### config.mk
export PLATFORM = sky130hd
export DESIGN_NAME = data_writeback_cache_controller_flat
export DESIGN_NICKNAME = d
export VERILOG_FILES = /design/src/rtl/data_writeback_cache_controller_pkg.sv /design/src/rtl/data_writeback_cache_controller_if.sv /design/src/rtl/data_writeback_cache_controller_counter.sv /design/src/rtl/data_writeback_cache_controller.sv /design/src/flat_wrapper.sv
export SDC_FILE = /design/constraint.sdc
export NUM_CORES = 1
export LEC_CHECK = 0
export BUFFER_PORTS_ARGS = -buffer_cell sky130_fd_sc_hd__buf_2
export CORE_AREA = 4 4 41 43
export DETAILED_ROUTE_END_ITERATION = 12
export DIE_AREA = 0 0 45 47
export GPL_TIMING_DRIVEN = 0
export PLACE_DENSITY_LB_ADDON = 0.12
export SETUP_SLACK_MARGIN = 0.1
export SLEW_MARGIN = 20
export SYNTH_ARGS = -nofsm -noshare
export SYNTH_HDL_FRONTEND = slang
export SYNTH_SLANG_ARGS = --single-unit
### constraint.sdc
create_clock -name clk -period 2.25 [get_ports clk]
set_input_delay 0 -clock clk [delete_from_list [all_inputs] [get_ports clk]]
set_output_delay 0 -clock clk [all_outputs]
set_load 0.01 [all_outputs]
### src/rtl/data_writeback_cache_controller_pkg.sv
// dcache_pkg: shared FSM state type and cache write-data source selects
package dcache_pkg;
  typedef enum logic [1:0] {READY, WRITEBACK, FILL} dcache_state_t;
  localparam logic CACHE_SRC_CPU = 1'b0;
  localparam logic CACHE_SRC_BUS = 1'b1;
endpackage

### src/rtl/data_writeback_cache_controller_if.sv
// dcache_if: CPU request, cache-way and memory-bus signals; master = controller, slave = environment
interface dcache_if #(parameter int blocksize = 4) ();
  logic MemRE, MemWE, Hit, VictimDirty, BusReady;
  logic Stall, CWE, CacheSrc, DirtyIn, ValidIn, BusRE, BusWE, UseVictimTag, UseCounter;
  logic [$clog2(blocksize)-1:0] WordCount;
  modport master (
    input  MemRE, MemWE, Hit, VictimDirty, BusReady,
    output Stall, CWE, CacheSrc, DirtyIn, ValidIn, BusRE, BusWE, UseVictimTag, UseCounter, WordCount
  );
  modport slave (
    output MemRE, MemWE, Hit, VictimDirty, BusReady,
    input  Stall, CWE, CacheSrc, DirtyIn, ValidIn, BusRE, BusWE, UseVictimTag, UseCounter, WordCount
  );
endinterface

### src/rtl/data_writeback_cache_controller_counter.sv
// block_word_counter: word index within a block transfer; clk/rst, clr_i sync clear, en_i advance, count_o, last_o
module block_word_counter #(
  parameter int blockoffset = 2
) (
  input  logic                   clk,
  input  logic                   rst,
  input  logic                   clr_i,
  input  logic                   en_i,
  output logic [blockoffset-1:0] count_o,
  output logic                   last_o
);
  logic [blockoffset-1:0] count_q, count_d;
  always_comb count_d = clr_i ? '0 : en_i ? count_q + blockoffset'(1) : count_q;
  always_ff @(posedge clk) count_q <= rst ? '0 : count_d;
  assign count_o = count_q;
  assign last_o  = &count_q;
endmodule

### src/rtl/data_writeback_cache_controller.sv
// data_writeback_cache_controller: write-back dcache miss FSM; clk, reset, bus (dcache_if.master: CPU req, way status, memory bus strobes, WordCount)
module data_writeback_cache_controller
  import dcache_pkg::*;
#(
  parameter int blocksize   = 4,
  parameter int blockoffset = $clog2(blocksize)
) (
  input logic      clk,
  input logic      reset,
  dcache_if.master bus
);
  dcache_state_t state_q, state_d;
  logic last, en;
  logic req, miss;
  assign req  = bus.MemRE | bus.MemWE;
  assign miss = req & ~bus.Hit;
  always_ff @(posedge clk) state_q <= reset ? READY : state_d;
  always_comb begin
    state_d          = state_q;
    en               = 1'b0;
    bus.Stall        = 1'b0;
    bus.CWE          = 1'b0;
    bus.CacheSrc     = CACHE_SRC_CPU;
    bus.DirtyIn      = 1'b0;
    bus.ValidIn      = 1'b0;
    bus.BusRE        = 1'b0;
    bus.BusWE        = 1'b0;
    bus.UseVictimTag = 1'b0;
    bus.UseCounter   = 1'b0;
    case (state_q)
      READY: begin
        bus.Stall   = miss;
        bus.CWE     = bus.MemWE & bus.Hit;
        bus.DirtyIn = bus.MemWE & bus.Hit;
        bus.ValidIn = bus.MemWE & bus.Hit;
        state_d     = miss ? (bus.VictimDirty ? WRITEBACK : FILL) : READY;
      end
      WRITEBACK: begin
        bus.Stall        = 1'b1;
        bus.BusWE        = 1'b1;
        bus.UseVictimTag = 1'b1;
        bus.UseCounter   = 1'b1;
        en               = bus.BusReady;
        state_d          = (bus.BusReady & last) ? FILL : WRITEBACK;
      end
      FILL: begin
        bus.Stall      = 1'b1;
        bus.BusRE      = 1'b1;
        bus.UseCounter = 1'b1;
        bus.CWE        = bus.BusReady;
        bus.CacheSrc   = CACHE_SRC_BUS;
        bus.ValidIn    = 1'b1;
        en             = bus.BusReady;
        state_d        = (bus.BusReady & last) ? READY : FILL;
      end
      default: state_d = READY;
    endcase
  end
  // WordCount restarts at 0 on every state change, so each transfer begins at word 0
  block_word_counter #(.blockoffset(blockoffset)) u_cnt (
    .clk    (clk),
    .rst    (reset),
    .clr_i  (state_d != state_q),
    .en_i   (en),
    .count_o(bus.WordCount),
    .last_o (last)
  );
endmodule

### src/flat_wrapper.sv
// flat-port wrapper written by rule: the top's interface ports become plain ports
module data_writeback_cache_controller_flat import dcache_pkg::*;
#(
  parameter int blocksize   = 4,
  parameter int blockoffset = $clog2(blocksize)
)
  (clk, reset, bus_MemRE, bus_MemWE, bus_Hit, bus_VictimDirty, bus_BusReady, bus_Stall, bus_CWE, bus_CacheSrc, bus_DirtyIn, bus_ValidIn, bus_BusRE, bus_BusWE, bus_UseVictimTag, bus_UseCounter, bus_WordCount);
  dcache_if #(.blocksize(blocksize)) bus_i ();
  input logic clk;
  input logic reset;
  input wire logic [$bits(bus_i.MemRE)-1:0] bus_MemRE;
  input wire logic [$bits(bus_i.MemWE)-1:0] bus_MemWE;
  input wire logic [$bits(bus_i.Hit)-1:0] bus_Hit;
  input wire logic [$bits(bus_i.VictimDirty)-1:0] bus_VictimDirty;
  input wire logic [$bits(bus_i.BusReady)-1:0] bus_BusReady;
  output wire logic [$bits(bus_i.Stall)-1:0] bus_Stall;
  output wire logic [$bits(bus_i.CWE)-1:0] bus_CWE;
  output wire logic [$bits(bus_i.CacheSrc)-1:0] bus_CacheSrc;
  output wire logic [$bits(bus_i.DirtyIn)-1:0] bus_DirtyIn;
  output wire logic [$bits(bus_i.ValidIn)-1:0] bus_ValidIn;
  output wire logic [$bits(bus_i.BusRE)-1:0] bus_BusRE;
  output wire logic [$bits(bus_i.BusWE)-1:0] bus_BusWE;
  output wire logic [$bits(bus_i.UseVictimTag)-1:0] bus_UseVictimTag;
  output wire logic [$bits(bus_i.UseCounter)-1:0] bus_UseCounter;
  output wire logic [$bits(bus_i.WordCount)-1:0] bus_WordCount;
  assign bus_i.MemRE = bus_MemRE;
  assign bus_i.MemWE = bus_MemWE;
  assign bus_i.Hit = bus_Hit;
  assign bus_i.VictimDirty = bus_VictimDirty;
  assign bus_i.BusReady = bus_BusReady;
  assign bus_Stall = bus_i.Stall;
  assign bus_CWE = bus_i.CWE;
  assign bus_CacheSrc = bus_i.CacheSrc;
  assign bus_DirtyIn = bus_i.DirtyIn;
  assign bus_ValidIn = bus_i.ValidIn;
  assign bus_BusRE = bus_i.BusRE;
  assign bus_BusWE = bus_i.BusWE;
  assign bus_UseVictimTag = bus_i.UseVictimTag;
  assign bus_UseCounter = bus_i.UseCounter;
  assign bus_WordCount = bus_i.WordCount;
  data_writeback_cache_controller #(.blocksize(blocksize), .blockoffset(blockoffset)) u_core (.clk(clk), .reset(reset), .bus(bus_i));
endmodule
After elaboration in Yosys (flattened, before gate mapping)
Index checks and enable logic that the tools add are counted.

$add $sub $neg: 1. Equality and inequality tests: 3. Muxes and demuxes: 13. Bitwise operators: 5. Reductions and logical operators: 4.

Operator list (number): $mux 2 (4); $pmux 1 s2 (3); $pmux 2 s3 (1); $mux 1 (5); $reduce_or 2->1 (2); $and 1x1->1 (3); $add 2x1->2 const B (1); $eq 2x1->1 const B (1); $eq 2x2->1 const B (1); $logic_not 2->1 (1); $ne 2x2->1 (1); $reduce_and 2->1 (1); $not 1->1 (1); $or 1x1->1 (1).

Register bits after elaboration: 4. Input port bits: 7. Output and inout port bits: 11. Logic and storage cells: 28.

Logic depth before layout (Yosys ltp)
Word-level depth: 6. Mapped depth: 6. Gate-level depth less buffers: 6.

Hierarchy
Synthesis repeated with hierarchy kept, for this count alone.

Cell total of the unflattened synthesis: 42. Area, all modules: 371.6 um2.

Modules (own cells, without submodules): data_writeback_cache_controller (times used 1, cells each 35, area each 280.3 um2, seq. area each 40.0 um2); block_word_counter (times used 1, cells each 7, area each 91.3 um2, seq. area each 40.0 um2).

Least setup slack after synthesis
OpenSTA, ideal clock, no wires.

Path type: reg-to-reg. Start: register u_core.state_q[1]. End: register u_core.u_cnt.count_q[0], in the netlist u_core.u_cnt.count_o[0]. Library setup time: 0.096 ns. Arrival: 1.418 ns. Data required time: 2.154 ns. Setup slack: 0.736 ns. Cell stages (with the launch flop): 7. Path buffers: 0. Period minus slack after synthesis: 1.514 ns. Cell sequence: dfxtp_1 -> inv_1 -> ha_1 -> and3b_1 -> o32ai_2 -> and3_4 -> nor4b_1.

Longest elaborated chain between the ends: 4. Elaborated cells on any way between the ends: 8. Those cells by class: eq/ne: 3; mux: 2; reduce/logical: 3.

Ends and longest elaborated chain: start, declared (RTL line data_writeback_cache_controller.sv:12) `dcache_state_t state_q, state_d;`; start signal, assigned (RTL line data_writeback_cache_controller.sv:17) `always_ff @(posedge clk) state_q <= reset ? READY : state_d;`; $eq 2x2->1 (tied with other cells) (RTL line data_writeback_cache_controller.sv:30) `case (state_q)`; $pmux 2 s3 (RTL line data_writeback_cache_controller.sv:30); $ne 2x2->1 (RTL line data_writeback_cache_controller.sv:63) `.clr_i (state_d != state_q),`; $reduce_or 2->1 (no line); end signal, assigned (RTL line data_writeback_cache_controller_counter.sv:14) `always_ff @(posedge clk) count_q <= rst ? '0 : count_d;`; end, declared (RTL line data_writeback_cache_controller_counter.sv:12) `logic [blockoffset-1:0] count_q, count_d;`.

Parallel ways exist; a longest one is shown, timed or not. A chain may end at the register's enable or synchronous reset.

Worst setup path after layout
Start: register u_core.state_q[1]. End: register u_core.u_cnt.count_q[1], in the netlist u_core.u_cnt.count_o[1].

Same word-level chain as after synthesis.

==> flow_metrics.py <==
metrics = {
    "job": {
        "max_cap_violations": 0,
    },
    "logic_synthesis": {
        "yosys.area.top_type_share_pct": 20.8,
        "synth.distinct_cells": 21,
        "synthCells": 48,
        "synth_top_family_by_area": "simple AND/OR/NAND/NOR gates",
        "ys_ff_latch": 4,
        "syn_avg_cell_area_um2": 8.03,
        "ys_warn_count": 0,
        "synth_fa_ha_area_share_pct": 16.2,
        "synthXorXnorAreaFrac_pct": 2.27,
        "synthSimpleGateAreaFrac_pct": 36.7,
        "synth.area.mux_share_pct": 0,
        "synth_nets": 60,
        "synth.area.top_cells": "dfxtp_1 (21%), ha_1 (16%), nand2_1 (7.8%)",
        "syn-cell-area_um2": 385,
        "synth_top_area_cell": "dfxtp_1",
        "ys_seq_area_share_pct": 20.8,
        "synth_compound_area_share_pct": 16.2,
    },
    "timing": {
        "hold_viol_final": 0,
        "worst_pin_slew_ns": 0.314,
        "timing.final.crit_share_pct": 73.0,
        "finClkSkew_ns": 0.000341,
        "setup_violations": 0,
        "rsz0062_at_grt": "no",
        "whs_ns": 0.0823,
        "max_freq_ghz": 0.609,
        "slew_headroom_pct": 79.1,
        "finalCriticalPeriod_ns": 1.64,
        "slew_viol_final": 0,
        "setup_tns_ns": 0,
    },
    "cells_and_area": {
        "area.growth.synth_to_final_pct": 35.4,
        "antenna_cells": 0,
        "drive_above_1_share_pct": 37.7,
        "fill_cells": 148,
        "final_common_cell": "buf_2",
        "finalNetCount": 83,
        "multiInputGateArea_um2": 275,
        "layout_common_cells": "buf_2 (17), nand2_1 (8), ha_1 (5)",
        "seqCellArea_um2": 80.1,
    },
    "pwr": {
        "intPower_w": 0.000180,
        "ir_drop_mv": 0.253,
        "power.density_nw_per_um2": 497,
        "pwr-share-clk_pct": 32.2,
        "p_switching_w": 0.0000792,
        "cellLeakagePower_nw": 0.272,
        "power_w": 0.000259,
        "pwr-share-seq_pct": 30.3,
        "power_frac_comb_pct": 37.5,
        "p_sw_share_pct": 30.5,
    },
    "critical_path": {
        "r2r.worst_path.cells": 6,
        "crit_arrival_ns": 1.74,
        "r2r_slack_ns": 0.61,
        "start_kind": "flip-flop",
        "reg2reg_to": "u_core.u_cnt.count_o[1]",
        "cp_max_fo": 4,
        "cp_data_required_time_ns": 2.35,
        "worstPathCellList": "inv_1 > ha_1 > nand2b_4 > or4_1 > o211ai_1 > nor4b_1",
        "worstSetupEndpointType": "flip-flop",
        "critical_path_class": "reg2reg",
        "max_stage_delay_ns": 0.50,
        "worstReg2RegStart": "u_core.state_q[1]",
        "critPathSlowestCell": "or4_1",
    },
    "clocking": {
        "h-tree-depth": 1,
        "ctsRootBufferMaster": "clkbuf_4",
        "clk_latency_ns": 0.23,
        "post_cts_resized": 0,
        "clk_pin_slew_ns": 0.03,
        "cts.path.max_buffers": 2,
        "numCtsBuffers": 3,
        "cts_tree": "done",
        "cts.sinks": 4,
    },
    "global_routing": {
        "grt_max_degree": 7,
        "grt-ovfl-total": 0,
        "antenna_found_initial": 0,
        "grt_pass1_wl_um": 1490,
        "grt_pass1_vias": 380,
        "grt_usage_pct": 9.78,
    },
    "drt": {
        "met3WireLength_um": 57,
        "wl_um": 906,
        "dr.pass1.iters": 4,
        "dr.max_layer_used": "met3",
        "route.detailed.drc": 0,
        "viasPerCell": 4.63,
        "wl_per_cell_um": 10.8,
        "vias": 389,
        "drt-initial-drc-count": 4,
        "wirelength_met1_um": 405,
        "wl_met2_um": 444,
        "postRouteAntennaNets": 0,
    },
    "hold_path": {
        "hold_class": "in2reg",
        "hold_path_depth": 3,
        "hold_end": "u_core.state_q[0]",
        "min_from": "bus_VictimDirty",
    },
    "die": {
        "fp.coreArea_um2": 1300,
        "row_count": 13,
        "io_pins": 18,
        "die-area_um2": 2120,
        "die_w_um": 45,
        "die_h_um": 47,
        "initial_core_util_pct": 29.6,
    },
    "placed_design": {
        "io_buffers": 17,
        "hpwl_um": 784,
        "gp_congestion": 0.702,
    },
    "outcome": {
        "status": "completed",
    },
}
## registers in the layout (all words and copies together), names as in the netlist
signal / count
u_core.state_q: 2
u_core.u_cnt.count_o: 2
## cells by family after synthesis
| kind of cell | after synthesis |
|---|---|
| xor+xnor | 1 |
| flops | 4 |
| fa+ha+maj | 5 |
| buf+inv | 6 |
| compound gates | 8 |
| simple gates | 24 |
## synth_stat cells, drive strengths merged
| master | count |
|---|---|
| a211oi | 1 |
| a21oi | 3 |
| a31o | 1 |
| and3 | 1 |
| and3b | 1 |
| buf | 2 |
| dfxtp | 4 |
| ha | 5 |
| inv | 4 |
| nand2 | 8 |
| nand2b | 3 |
| nand3 | 2 |
| nand4 | 1 |
| nor2 | 4 |
| nor4b | 3 |
| o211ai | 1 |
| o21a | 1 |
| o32ai | 1 |
| or4 | 1 |
| xor2 | 1 |
## cell type report
cell class                      count  area share [%]
Sequential cell                     4            15.3
Multi-Input combinational cell     38            52.8
Buffer                              2            2.88
Tap cell                           15            3.60
Timing Repair Buffer               18            18.2
Clock buffer                        3            4.32
Inverter                            4            2.88
## per-layer routing
layer	up-vias	track usage (%)
met5	-	0
met4	0	7.02
met3	0	2.30
met2	11	16.4
met1	167	10.9
li1	211	-
## power by group through the flow
stage | sequential, W | combinational (W) | clock, W
finish | 0.0000787 | 0.0000972 | 0.0000836
global route | 0.0000791 | 0.000107 | 0.0000953
CTS | 0.0000786 | 0.0000986 | 0.0000888
detailed placement | 0.0000797 | 0.0000968 | 0
global placement | 0.0000798 | 0.0000970 | 0
floorplan | 0.0000795 | 0.0000634 | 0
## what timing repair did
| action | CTS | global route |
|---|---|---|
| hold buffers | 1 | 0 |
| endpoints found under the hold margin | 2 | 0 |
| buffers inserted | 0 | 0 |
## worst max-delay path by stage
stage,startpoint,end,cells after the start
floorplan,u_core.state_q[1],u_core.u_cnt.count_o[0],6
global placement,u_core.state_q[0],u_core.u_cnt.count_o[0],6
detailed placement,u_core.state_q[1],u_core.u_cnt.count_o[0],6
CTS,u_core.state_q[1],u_core.u_cnt.count_o[0],6
global route,u_core.state_q[1],u_core.u_cnt.count_o[0],6
finish,u_core.state_q[1],u_core.u_cnt.count_o[1],6
## through the flow
| step | utilization [%] | std cells | setup slack (ns) | area [µm²] |
|---|---|---|---|---|
| floorplan | - | 48 | 0.736 | 385 |
| global placement | 37.6 | 80 | 0.596 | 489 |
| detailed placement | 37.6 | 80 | 0.596 | 489 |
| CTS | 40.1 | 84 | 0.583 | 522 |
| global route | 40.1 | 84 | 0.430 | 522 |
| finish | 40.1 | 84 | 0.608 | 522 |
## critical path, delay by kind of cell, from the launching register on
kind / cells / cell delay [ns]
simple gates: 3 / 0.67
compound gates: 1 / 0.16
fa+ha+maj: 1 / 0.24
buf+inv: 1 / 0.13
flops: 1 / 0.32
(Power assumes the default switching activity.)
